### src/rtl/fetch_controller.sv
// fetch_controller: owns the fetch PC for a dual-issue combinational ROM,
// captures two words plus per-slot valid bits into a registered bundle and
// hands that bundle to decode over a valid/ready handshake. Handles backend
// redirects, decode backpressure and end-of-program detection.
module fetch_controller #(
    parameter int                    ADDR_WIDTH = 32,
    parameter int                    DATA_WIDTH = 32,
    parameter logic [ADDR_WIDTH-1:0] RESET_PC   = '0
) (
    input  logic                  clk,
    input  logic                  rst,
    output logic [ADDR_WIDTH-1:0] rom_addr,
    input  logic [DATA_WIDTH-1:0] rom_inst0,
    input  logic [DATA_WIDTH-1:0] rom_inst1,
    input  logic [1:0]            rom_valid,
    input  logic                  redirect_valid,
    input  logic [ADDR_WIDTH-1:0] redirect_pc,
    output logic                  out_valid,
    input  logic                  out_ready,
    output logic [ADDR_WIDTH-1:0] out_pc,
    output logic [DATA_WIDTH-1:0] out_inst0,
    output logic [DATA_WIDTH-1:0] out_inst1,
    output logic [1:0]            out_slot_valid,
    output logic                  fetch_done,
    output logic [31:0]           stall_cycles
);

    typedef enum logic {
        FETCH = 1'b0,
        DONE  = 1'b1
    } state_t;

    localparam logic [ADDR_WIDTH-1:0] STEP_ONE = ADDR_WIDTH'(4);
    localparam logic [ADDR_WIDTH-1:0] STEP_TWO = ADDR_WIDTH'(8);

    state_t                  state;
    state_t                  state_next;
    logic [ADDR_WIDTH-1:0]   pc;
    logic [ADDR_WIDTH-1:0]   redirect_target;
    logic [1:0]              mask;
    logic                    fetching;
    logic                    cap;
    logic                    consume;

    // Slot 1 only counts when slot 0 is also valid; a lone slot-1 valid is
    // treated as an empty fetch (end of program).
    assign mask = {rom_valid[1] & rom_valid[0], rom_valid[0]};

    // The ROM is addressed straight from the PC register so the address
    // never depends on same-cycle handshake or redirect inputs.
    assign rom_addr = pc;

    // Redirect targets are forced to word alignment.
    assign redirect_target = {redirect_pc[ADDR_WIDTH-1:2], 2'b00};

    // A new bundle is taken when fetching, no redirect is pending, the ROM
    // has at least slot 0, and the output register is empty or draining.
    assign cap     = fetching & ~redirect_valid & mask[0] & (~out_valid | out_ready);
    assign consume = out_valid & out_ready;

    // State register.
    always_ff @(posedge clk) begin
        if (rst) begin
            state <= FETCH;
        end else begin
            state <= state_next;
        end
    end

    // Next state: redirect always returns to FETCH; an empty ROM slot 0
    // while fetching ends the program.
    always_comb begin
        state_next = state;
        if (redirect_valid) begin
            state_next = FETCH;
        end else if (state == FETCH && !mask[0]) begin
            state_next = DONE;
        end
    end

    // State-decoded outputs.
    always_comb begin
        fetching   = 1'b0;
        fetch_done = 1'b0;
        case (state)
            FETCH:   fetching   = 1'b1;
            DONE:    fetch_done = 1'b1;
            default: ;
        endcase
    end

    // Fetch PC: redirect wins, otherwise advance by the number of slots taken.
    always_ff @(posedge clk) begin
        if (rst) begin
            pc <= RESET_PC;
        end else if (redirect_valid) begin
            pc <= redirect_target;
        end else if (cap) begin
            pc <= pc + (mask[1] ? STEP_TWO : STEP_ONE);
        end
    end

    // Bundle register: flushed by redirect, loaded on capture, emptied when
    // decode takes it and nothing replaces it; held under backpressure.
    always_ff @(posedge clk) begin
        if (rst) begin
            out_valid      <= 1'b0;
            out_slot_valid <= 2'b00;
            out_pc         <= '0;
            out_inst0      <= '0;
            out_inst1      <= '0;
        end else if (redirect_valid) begin
            out_valid      <= 1'b0;
            out_slot_valid <= 2'b00;
        end else if (cap) begin
            out_valid      <= 1'b1;
            out_slot_valid <= mask;
            out_pc         <= pc;
            out_inst0      <= rom_inst0;
            out_inst1      <= rom_inst1;
        end else if (consume) begin
            out_valid      <= 1'b0;
            out_slot_valid <= 2'b00;
        end
    end

    // Stall counter: cycles a bundle is offered but refused; wraps freely.
    always_ff @(posedge clk) begin
        if (rst) begin
            stall_cycles <= '0;
        end else if (out_valid && !out_ready) begin
            stall_cycles <= stall_cycles + 32'd1;
        end
    end

endmodule

### config.mk
export PLATFORM = sky130hd
export DESIGN_NAME = fetch_controller
export DESIGN_NICKNAME = d
export VERILOG_FILES = /design/src/rtl/fetch_controller.sv
export SDC_FILE = /design/constraint.sdc
export NUM_CORES = 1
export LEC_CHECK = 0
export CORE_AREA = 2 2 129 131
export CTS_CLUSTER_SIZE = 14
export DETAILED_ROUTE_END_ITERATION = 6
export DIE_AREA = 0 0 131 133
export GPL_ROUTABILITY_DRIVEN = 0
export GPL_TIMING_DRIVEN = 0
export PLACE_DENSITY = 0.9
export SYNTH_ARGS = -nofsm -noshare
export SYNTH_HDL_FRONTEND = slang
export SYNTH_SLANG_ARGS = --single-unit
export TNS_END_PERCENT = 100
### constraint.sdc
create_clock -name clk -period 3.2 [get_ports clk]
set_input_delay 0.64 -clock clk [delete_from_list [all_inputs] [get_ports clk]]
set_output_delay 0.64 -clock clk [all_outputs]
set_load 0.1 [all_outputs]
### Word level (Yosys, flattened, before mapping)

Index checks and enable logic that the tools add are counted.

* add/subtract/negate cells: 2
* mux-type cells: 9
* bitwise gates (word level): 9
* reduce and logical (&&, ||, !) cells: 8

Operators by type and width (count)
* two-way mux 32 bit: 2
* adder 32 x 1 -> 32 bit (second input constant): 1
* adder 32 x 4 -> 32 bit: 1
* AND 1 bit: 5
* two-way mux 1 bit: 4
* two-way mux 2 bit: 2
* two-way mux 4 bit: 1
* nonzero test 2 bit: 2
* NOT 1 bit: 3
* logical AND 1 bit: 2
* logical NOT 1 bit: 2
* AND reduction 2 bit: 1
* OR reduction 2 bit: 1
* bitwise OR 1 bit: 1

* bits in registers: 164
* input bits: 102
* output and inout port bits: 164
* logic and storage cells: 37

### Depth between registers and ports, before layout

Gate-level depths: netlist of run 1.

* depth in word-level cells: 6
* depth in mapped cells: 8
* depth with buffers taken out: 7

### Worst setup path before layout of run 1

No wires, ideal clock.

* path type: register to register
* from: register pc[2], in the netlist rom_addr[2]
* to: register pc[12], in the netlist rom_addr[12]
* setup time: 0.091 ns
* arrival: 2.972 ns
* data required time: 3.109 ns
* path slack: 0.138 ns
* stages on the path, launching flop included: 8
* buffers on the path: 1
* clock period less this slack: 3.062 ns
* cells stage by stage: dfxtp_1 ha_1 inv_1 fa_1 or3_1 clkbuf_1 or4_1 a311oi_1

* word-level cells in the longest chain between the ends: 3

Ends and longest elaborated chain
* from (decl): RTL line 38 `logic [ADDR_WIDTH-1:0] pc;`
* from (signal assigned): RTL line 97 `pc <= redirect_target;`
* from (signal assigned): RTL line 99 `pc <= pc + (mask[1] ? STEP_TWO : STEP_ONE);`
* adder 32 x 4 -> 32 bit: RTL line 99
* two-way mux 32 bit: RTL line 98 `end else if (cap) begin`
* two-way mux 32 bit: RTL line 96 `end else if (redirect_valid) begin`

No other way between the ends. The select of a mux whose other input is x is not followed.
A chain may end at the register's enable or synchronous reset.

### Worst setup path after layout of run 1

* from: input port rom_valid[0]
* to: register pc[12], in the netlist rom_addr[12]

* word-level cells in the longest chain between the ends: 5
* elaborated cells between the ends (all ways): 8
* classes of those cells: add/sub: 1; mux: 3; bitwise: 3; reduce/logical: 1

Ends and longest elaborated chain
* from (decl): RTL line 15 `input logic [1:0] rom_valid,`
* AND 1 bit: RTL line 47 `assign mask = {rom_valid[1] & rom_valid[0], rom_valid[0]};`
* two-way mux 4 bit: RTL line 99
* adder 32 x 4 -> 32 bit: RTL line 99
* two-way mux 32 bit: RTL line 98
* two-way mux 32 bit: RTL line 96

Several ways; a longest one is shown, not always the timed one. The select of a mux whose other input is x is not followed.

==> out/qor.csv, run 1 <==
stage,metric,value,unit
logic_synthesis,yosys.area.top_type,dfxtp_1,
grt,grt_pass1_wl,37400,um
cts,numCtsBuffers,17,
drt,drc,0,
logic_synthesis,syn_area_per_cell,7.92,um^2
sta,final-setup-viol-count,0,
cells_and_area,areaGrowthSynthToFinish,49.3,%
sta,fmax,0.327,GHz
drt,avgViaCountPerCell,5.55,
die,boundaryPins,266,
placed_design,io_buffer_count,258,
cts,cts_root_buf,clkbuf_16,
die,die_area,17400,um^2
power_and_ir_drop,power_leakage,3.50,nW
cells_and_area,drive_gt1_share,4.63,%
drt,wirelength,23800,um
sta,worstMarginPinSlew,1.08,ns
cts,cts_sinks,160,
grt,antenna_found_initial,0,
cells_and_area,final_util,64.0,%
die,die_y,133,um
power_and_ir_drop,p_clk_share,36.3,%
critical_path,worst-path-buf-inv,3,
cells_and_area,final_nets,1261,
power_and_ir_drop,power_density,502,nW/um^2
logic_synthesis,synth_top_area_share,46.2,%
sta,skew,0.0122,ns
die,fp-row-count,47,
run_status,status,"complete, no violations",
die,initial_core_util,42.9,%
logic_synthesis,synthTopCellsByArea,"dfxtp_1, nand2_1, a21oi_1",
logic_synthesis,yosys_warnings,0,
grt,grt_pass1_vias,7362,
die,die_x,131,um
logic_synthesis,synth_commonest_cells,"nand2_1, dfxtp_1, a21oi_1, clkbuf_1, nor2_1",
sta,post-route-period-util,95.5,%
sta,drv_slew,0,
logic_synthesis,synthFlopType,dfxtp_1,
grt,grt_max_degree,17,
cells_and_area,fillCellCount,1332,
sta,min_period,3.06,ns
critical_path,worst_ep_arrival_time,3.39,ns
sta,slew_headroom,27.7,%
placed_design,dp_hpwl,17400,um
logic_synthesis,synth.cell_area,6930,um^2
grt,track_usage,27.2,%
cells_and_area,antenna_cells,0,
power_and_ir_drop,combinationalPowerShare,22.3,%
drt,drt_first_pass_iters,5,
sta,grt_setup_unrepaired,no,
hold_path,hold_path_class,reg2reg,
cts,clkLatencyLatePin,0.43,ns
power_and_ir_drop,p_sw,1.75,mW
power_and_ir_drop,swShare,33.7,%
power_and_ir_drop,ir_worst_vdd,0.361,mV
logic_synthesis,synth-edff-count,0,
cts,clk_pin_slew,0.07,ns
critical_path,required,3.54,ns
flow_run,cap_violations,0,
critical_path,startpoint_type,input port,
critical_path,slowest_stage,or4_1,
critical_path,critPathKind,in2reg,
drt,ant_nets,0,
sta,timing.setup.tns,0,ns
grt,gr-total-overflow,0,
drt,drtIter0Drc,722,
power_and_ir_drop,seqPwrFrac,41.3,%
power_and_ir_drop,p_int,3.45,mW
cts,cts_setup_buffers,0,
critical_path,crit_fanout,7,
critical_path,cp_cell_sequence,"clkdlybuf4s50_1, nand2_2, ha_1, inv_1, fa_1, or3_1, clkbuf_1, or4_1, a311oi_1",
drt,vias,7694,
logic_synthesis,synth_most_common_cell,nand2_1,
cts,clock_path_buffers,2,
critical_path,worstSetupEndpointType,flip-flop,
die,core_area,16200,um^2
critical_path,critPathTopFamily,simple AND/OR/NAND/NOR gates,
logic_synthesis,postSynth.asyncResetShare,0,%
cts,htreeDepth,4,
sta,finalHoldViolations,0,
logic_synthesis,ys_types,55,
cts,cts_tree,yes,
critical_path,cpPeakStageDelay,0.51,ns
cts,ctsHoldBuffers,0,
logic_synthesis,netlist_instances,875,
logic_synthesis,ys_ff_latch,160,
logic_synthesis,seq_area_frac_synth,46.2,%
drt,wl_per_cell,17.2,um
-- timing repair --
| action | 4_1_cts | 5_1_grt |
|---|---|---|
| endpoints found under the hold margin | 0 | 0 |
| gates resized for setup | 0 | 1 |
| endpoints found under the setup margin | 0 | 1 |
-- per-stage QoR --
step           cell area (um^2)  instances  power, mW  hold slack (ns)  setup slack (ns)
2_1_floorplan              6940        878       2.97            0.773             0.138
4_1_cts                   10300       1387       5.22            0.454             0.147
3_5_place_dp               9800       1356       3.34            0.446            -0.266
6_report                  10400       1387       5.20            0.452             0.145
3_3_place_gp               9800       1356       3.33            0.441            -0.232
5_1_grt                   10400       1387       5.36            0.469            0.0381
-- cells by family (layout without fill, tap and decap cells) --
| kind of cell | after synthesis | in the layout | share of synthesized area [%] |
|---|---|---|---|
| DFF | 160 | 160 | 46.2 |
| and+or+nand+nor | 408 | 408 | 28.2 |
| AOI/OAI and AO/OA | 196 | 196 | 16.9 |
| adders and majority gates | 4 | 4 | 0.830 |
| xor gates and xnor gates | 16 | 16 | 2.02 |
| buffers and inverters | 90 | 379 | 5.69 |
| other | 1 | 4 | 0.0541 |
-- power groups by stage --
stage | sequential, mW | clock [mW] | combinational [mW]
floorplan | 2.73 | 0 | 0.244
global placement | 2.19 | 0 | 1.14
detailed placement | 2.19 | 0 | 1.15
CTS | 2.15 | 1.92 | 1.16
global route | 2.16 | 1.99 | 1.21
finish | 2.15 | 1.89 | 1.16
-- cell usage in the layout, fill, tap and decap left out, types with 8 or more instances in the layout --
cell type        netlist  routed
a2111oi_0              9       9
a211oi_1               8       8
a21oi_1              122     122
a311oi_1              11      11
and3_1                 9       9
and4_1                 9       9
clkbuf_1              55      56
clkbuf_16              0      17
clkdlybuf4s50_1        0     258
dfxtp_1              160     160
inv_1                 17      17
nand2_1              219     218
nand3_1               25      25
nand4_1               21      21
nor2_1                37      37
nor2b_1                8       8
nor3_1                16      16
nor4_1                 9       9
o21ai_0               12      12
o31ai_1               18      18
or3_1                 13      13
or4_1                 16      16
xnor2_1                8       8
xor2_1                 8       8
-- final cells by class --
type / instances / area (um^2) / area share [%]
plain buffers: 73 / 330 / 3.19
clock buffers: 21 / 470 / 4.54
clock inverters: 10 / 78.8 / 0.761
inverters: 17 / 63.8 / 0.616
multi-input cells: 628 / 3350 / 32.3
flip-flops and latches: 160 / 3200 / 30.9
well taps: 220 / 275 / 2.66
repair buffers: 258 / 2580 / 24.9
-- path summary, 6_finish.rpt --
| check | from | end | slack [ns] | cells after the start |
|---|---|---|---|---|
| min reg2reg | out_pc[10] | out_pc[10] | 0.45 | 2 |
| max | rom_valid[0] | rom_addr[12] | 0.14 | 9 |
| min | out_pc[10] | out_pc[10] | 0.45 | 2 |
| max reg2reg | rom_addr[2] | rom_addr[12] | 0.58 | 7 |
-- sequential cells by signal, indices dropped and copies added, names as in the netlist --
name            flops
state               1
out_inst0          32
out_slot_valid      2
rom_addr           30
out_pc             30
out_valid           1
out_inst1          32
stall_cycles       32
-- layer usage --
metal,GRT usage (%),vias up,wire length (um)
li1,-,3629,-
met1,33.9,3544,9410
met2,44.0,445,11300
met3,6.87,76,2200
met4,11.9,0,900
met5,0,-,0
-- tightest hold or removal path, cell delays in order (launching register included) --
cell and delay, ns:
dfxtp_1 0.31, nand2_1 0.05, a21oi_1 0.05
Power figures use the tool's default switching activity.
==> run 2, diff against run 1 <==
--- a/config.mk
+++ b/config.mk
@@ -5,6 +5,7 @@
 export SDC_FILE = /design/constraint.sdc
 export NUM_CORES = 1
 export LEC_CHECK = 0
+export CAP_MARGIN = 30
 export CORE_AREA = 2 2 129 131
 export CTS_CLUSTER_SIZE = 14
 export DETAILED_ROUTE_END_ITERATION = 6
==> run 2 against run 1 <==
Effect of this change:
- die area unchanged
- power up 2.1%
- critical path depth unchanged
- flip-flop and latch count unchanged
- sequential power about the same
- setup slack worse by 0.0046 ns
- first-iteration DRC count down 5.1%
- via count about the same
- core utilization up 0.37 points
- global-route usage about the same
- final cell count about the same
- clock skew down 0.0039 ns
- critical endpoint unchanged
- largest cell class unchanged
==> out/qor.csv, run 2 (synthesis results as in run 1) <==
stage,metric,value,unit,change
run_status,status,"complete, no violations",,
hold_path,min_path_cells,2,,unchanged
cts,numCtsBuffers,17,,unchanged
die,die_y,133,um,unchanged
drt,vias,7695,,+0.013%
cells_and_area,fin_cells,1388,,+0.072%
sta,holdWs,0.451,ns,-0.000960 ns
flow_run,cap_violations,0,,unchanged
grt,gr-total-overflow,0,,unchanged
critical_path,crit_fanout,7,,unchanged
cells_and_area,areaGrowthSynthToFinish,50.2,%,
cells_and_area,fillCellCount,1328,,-0.30%
placed_design,placed_area,9830,um^2,+0.28%
hold_path,whs_endpoint,out_inst1[5],,
sta,slew_headroom,30.4,%,+2.7 points
placed_design,io_buffer_count,258,,unchanged
drt,drc,0,,unchanged
cells_and_area,multiInputGateArea,3350,um^2,unchanged
drt,drtIter0Drc,685,,-5.1%
cts,ctsHoldBuffers,0,,unchanged
die,die_area,17400,um^2,unchanged
grt,track_usage,27.2,%,about the same
drt,drt_first_pass_iters,5,,unchanged
cells_and_area,drive_gt1_share,4.79,%,+0.17 points
cts,cts_sinks,160,,unchanged
power_and_ir_drop,power_density,510,nW/um^2,+1.5%
cells_and_area,antenna_cells,0,,unchanged
drt,ant_nets,0,,unchanged
placed_design,place_inst,1357,,+0.074%
drt,avgViaCountPerCell,5.54,,about the same
critical_path,timing.rr.end,rom_addr[12],,
die,core_area,16200,um^2,unchanged
hold_path,hold_path_class,reg2reg,,
grt,grt_max_degree,17,,unchanged
die,boundaryPins,266,,unchanged
grt,grt_pass1_vias,7290,,-0.98%
grt,antenna_found_initial,0,,unchanged
cts,htreeDepth,4,,unchanged
cts,cts_root_buf,clkbuf_16,,
cells_and_area,reg_top3,"out_inst0 (32), out_inst1 (32), stall_cycles (32)",,
cts,clock_path_buffers,2,,unchanged
cts,cts_setup_buffers,0,,unchanged
critical_path,worst_ep_arrival_time,3.39,ns,about the same
drt,wl_per_cell,17.1,um,-0.29%
cells_and_area,layout_commonest_cell,clkdlybuf4s50_1,,
cts,clk_pin_slew,0.06,ns,about the same
critical_path,required,3.53,ns,about the same
power_and_ir_drop,power_leakage,3.54,nW,+0.90%
grt,grt_pass1_wl,37300,um,-0.20%
sta,finalHoldViolations,0,,unchanged
sta,grt_setup_unrepaired,no,,
hold_path,min-delay-start,out_inst1[5],,
critical_path,startpoint_type,input port,,
placed_design,dp_hpwl,17400,um,-0.14%
cts,cts_tree,yes,,
die,initial_core_util,42.9,%,unchanged
sta,drv_slew,0,,unchanged
die,die_x,131,um,unchanged
drt,wirelength,23700,um,-0.21%
cts,ctsResizeCount,0,,unchanged
critical_path,critPathKind,in2reg,,
sta,worstMarginPinSlew,1.04,ns,-0.0404 ns
critical_path,worstSetupEndpointType,flip-flop,,
cells_and_area,final_cell_mix,"clkdlybuf4s50_1, nand2_1, dfxtp_1",,
cells_and_area,regArea,3200,um^2,unchanged
critical_path,reg2regPathDepth,7,,unchanged
cells_and_area,postLayoutCellArea,10400,um^2,+0.58%
cells_and_area,final_nets,1262,,+0.079%
critical_path,r2r_start,rom_addr[2],,
sta,post-route-period-util,95.6,%,+0.14 points
sta,fmax,0.327,GHz,-0.15%
sta,skew,0.00826,ns,-0.00391 ns
sta,final-setup-viol-count,0,,unchanged
power_and_ir_drop,ir_worst_vdd,0.342,mV,-5.5%
die,fp-row-count,47,,unchanged
cts,clkLatencyLatePin,0.43,ns,about the same
sta,min_period,3.06,ns,+0.00456 ns
critical_path,rrSetupSlack,0.58,ns,about the same
## run 2: final cells by class
type / instances / share of cell area [%]
buffer: 73 / 3.17
clock buffer: 21 / 4.61
clock inverter: 10 / 0.973
inverter: 17 / 0.613
multi-input combinational: 628 / 32.2
sequential: 160 / 30.8
tap: 220 / 2.64
timing repair buffer: 259 / 25.1
## run 2: worst max-delay path by stage
stage	from	slack, ns	depth (start not counted)	end
finish	rom_valid[0]	0.14	9	rom_addr[12]
global route	rom_valid[0]	0.05	9	rom_addr[12]
CTS	rom_valid[0]	0.16	9	rom_addr[12]
detailed placement	rom_valid[0]	-0.24	9	rom_addr[12]
global placement	rom_valid[0]	-0.23	9	rom_addr[12]
floorplan	rom_addr[2]	0.14	7	rom_addr[12]
## run 2: through the flow
stage	total power [mW]	worst slack [ns]	setup TNS (ns)	utilization, %
global route	5.47	0.0508	0	64.4
CTS	5.33	0.157	0	64.4
detailed placement	3.35	-0.239	-0.975	60.8
floorplan	2.97	0.138	0	-
finish	5.31	0.140	0	64.4
global placement	3.33	-0.232	-0.824	60.6
## run 2: critical path: stages
cell             delay (ns)
clkdlybuf4s50_1        0.48
nand2_2                0.14
ha_1                   0.20
inv_1                  0.07
fa_1                   0.46
or3_1                  0.42
clkbuf_1               0.20
or4_1                  0.51
a311oi_1               0.28
## run 2: where the power goes
group	switching (mW)	internal, mW	total (mW)	leakage (nW)
registers	0.0791	2.07	2.15	1.30
clock network	0.839	1.16	2.00	0.279
logic	0.839	0.323	1.16	1.95
total	1.76	3.55	5.31	3.54
## run 2: layer usage
layer  share of wire (%)  routed length (um)  up-vias  GRT usage [%]
met5                   0                   0        -              0
met4                 3.4                 807        0           12.6
met3                 9.1                2160       63           6.35
met2                  47               11300      422           43.4
met1                  40                9520     3577           34.5
li1                    -                   -     3633              -
==> run 3, diff against run 2 <==
==> constraint.sdc (replaced) <==
create_clock -name clk -period 3.3 [get_ports clk]
set_input_delay 0.66 -clock clk [delete_from_list [all_inputs] [get_ports clk]]
set_output_delay 0.66 -clock clk [all_outputs]
set_load 0.1 [all_outputs]
==> run 3 against run 2 <==
Effect of this change:
- register-to-register slack better by 0.10 ns
- core utilization about the same
- global-route usage unchanged
- via count up 0.22%
- power down 3.1%
- setup slack better by 0.046 ns
- critical endpoint unchanged
- wire length about the same
- sequential power down 3%
- flip-flop and latch count unchanged
- sequential share of layout area about the same
==> out/qor.csv, run 3 (synthesis results as in run 1) <==
stage,metric,value,unit,change
grt,grt_pass1_vias,7290,,unchanged
drt,drt_first_pass_iters,6,,+1
power_and_ir_drop,power_leakage,3.54,nW,about the same
sta,slew_headroom,30.7,%,+0.29 points
cells_and_area,drive_gt1_share,4.71,%,-0.086 points
drt,wl_met2,11300,um,+0.55%
sta,drv_slew,0,,unchanged
critical_path,crit_fanout,7,,unchanged
power_and_ir_drop,p_int,3.44,mW,-3.0%
die,boundaryPins,266,,unchanged
power_and_ir_drop,power_density,494,nW/um^2,-3.1%
drt,wl_met1,9440,um,-0.88%
placed_design,placed_area,9830,um^2,unchanged
cts,cts_sinks,160,,unchanged
die,core_area,16200,um^2,unchanged
cells_and_area,fillCellCount,1329,,+0.075%
cts,cts_tree,yes,,
placed_design,io_buffer_count,258,,unchanged
cts,cts_setup_buffers,0,,unchanged
sta,final-setup-viol-count,0,,unchanged
die,fp-row-count,47,,unchanged
sta,grt_setup_unrepaired,no,,
die,die_x,131,um,unchanged
die,die_y,133,um,unchanged
critical_path,worstSetupEndpointType,flip-flop,,
sta,fmax,0.321,GHz,
sta,finalHoldViolations,0,,unchanged
power_and_ir_drop,ir_worst_vdd,0.331,mV,-2.9%
drt,drc,0,,unchanged
power_and_ir_drop,combinationalPowerShare,21.9,%,about the same
cts,cts_root_buf,clkbuf_16,,
cells_and_area,final_util,64.4,%,about the same
run_status,status,"complete, no violations",,
sta,min_period,3.11,ns,
drt,wl_per_cell,17.1,um,about the same
cts,clock_path_buffers,2,,unchanged
cts,htreeDepth,4,,unchanged
placed_design,place_inst,1357,,unchanged
cells_and_area,final_cell_mix,"clkdlybuf4s50_1, nand2_1, dfxtp_1",,
cells_and_area,fin_cells,1388,,unchanged
drt,top_layer,met4,,
cells_and_area,areaGrowthSynthToFinish,50.2,%,about the same
cts,clkLatencyLatePin,0.43,ns,about the same
die,initial_core_util,42.9,%,unchanged
drt,vias,7712,,+0.22%
drt,drtIter0Drc,617,,-9.9%
power_and_ir_drop,p_clk_share,37.6,%,about the same
cts,ctsHoldBuffers,0,,unchanged
die,die_area,17400,um^2,unchanged
critical_path,startpoint_type,input port,,
power_and_ir_drop,swShare,33.0,%,-0.062 points
drt,dr_wl_met3,2140,um,-0.65%
grt,antenna_found_initial,0,,unchanged
hold_path,hold_path_class,reg2reg,,
critical_path,worst_ep_arrival_time,3.44,ns,+0.05 ns
cts,ctsResizeCount,0,,unchanged
cells_and_area,multiInputGateArea,3350,um^2,about the same
grt,grt_max_degree,17,,unchanged
cells_and_area,antenna_cells,0,,unchanged
grt,grt_pass1_wl,37300,um,unchanged
cells_and_area,reg_top3,"out_inst0 (32), out_inst1 (32), stall_cycles (32)",,
drt,avgViaCountPerCell,5.56,,+0.22%
critical_path,critPathKind,in2reg,,
critical_path,required,3.63,ns,+0.10 ns
cts,numCtsBuffers,17,,unchanged
cts,clk_pin_slew,0.06,ns,about the same
sta,worstMarginPinSlew,1.04,ns,-0.00434 ns
power_and_ir_drop,seqPwrFrac,40.5,%,about the same
placed_design,dp_hpwl,17400,um,unchanged
grt,gr-total-overflow,0,,unchanged
flow_run,cap_violations,0,,unchanged
cells_and_area,postLayoutCellArea,10400,um^2,about the same
cells_and_area,final_nets,1262,,unchanged
sta,skew,0.00852,ns,+0.000263 ns
drt,ant_nets,0,,unchanged
sta,post-route-period-util,94.4,%,
cells_and_area,layout_commonest_cell,clkdlybuf4s50_1,,
grt,track_usage,27.2,%,unchanged
power_and_ir_drop,p_sw,1.70,mW,-3.3%
drt,wirelength,23700,um,about the same
cells_and_area,regArea,3200,um^2,unchanged
run 3: power by group through the flow:
stage | registers (mW) | logic (mW) | clock network [mW]
floorplan | 2.64 | 0.236 | 0
global placement | 2.12 | 1.11 | 0
detailed placement | 2.12 | 1.12 | 0
CTS | 2.08 | 1.13 | 1.96
global route | 2.09 | 1.18 | 2.04
finish | 2.08 | 1.13 | 1.93
run 3: per-layer routing:
metal  global-route usage [%]  vias to the layer above
li1                         -                     3630
met2                     43.4                      420
met4                     12.6                        0
met1                     34.5                     3586
met3                     6.35                       76
met5                        0                        -
run 3: final cells by class:
class,count,share of cell area (%)
Multi-Input combinational cell,628,32.1
Sequential cell,160,30.8
Timing Repair Buffer,259,25.1
Clock buffer,21,4.62
Buffer,73,3.17
Tap cell,220,2.64
Clock inverter,10,0.974
Inverter,17,0.613
run 3: final timing paths:
check / start / to / slack (ns) / cells after the start
hold / removal: out_pc[10] / out_pc[10] / 0.45 / 2
setup reg to reg: rom_addr[2] / rom_addr[12] / 0.68 / 7
hold reg to reg: out_pc[10] / out_pc[10] / 0.45 / 2
setup / recovery: rom_valid[0] / rom_addr[12] / 0.19 / 9
run 3: per-stage QoR:
stage / hold slack, ns / worst slack (ns) / setup TNS [ns] / power [mW]
6_report: 0.452 / 0.186 / 0 / 5.14
5_1_grt: 0.471 / 0.0751 / 0 / 5.30
3_3_place_gp: 0.441 / -0.152 / -0.269 / 3.23
4_1_cts: 0.454 / 0.237 / 0 / 5.17
2_1_floorplan: 0.793 / 0.238 / 0 / 2.88
3_5_place_dp: 0.445 / -0.159 / -0.377 / 3.24
run 3: critical path: stages:
cell,delay [ns]
clkdlybuf4s50_1,0.47
nand2_1,0.17
ha_1,0.21
inv_1,0.07
fa_1,0.46
or3_1,0.42
clkbuf_1,0.20
or4_1,0.51
a311oi_1,0.28
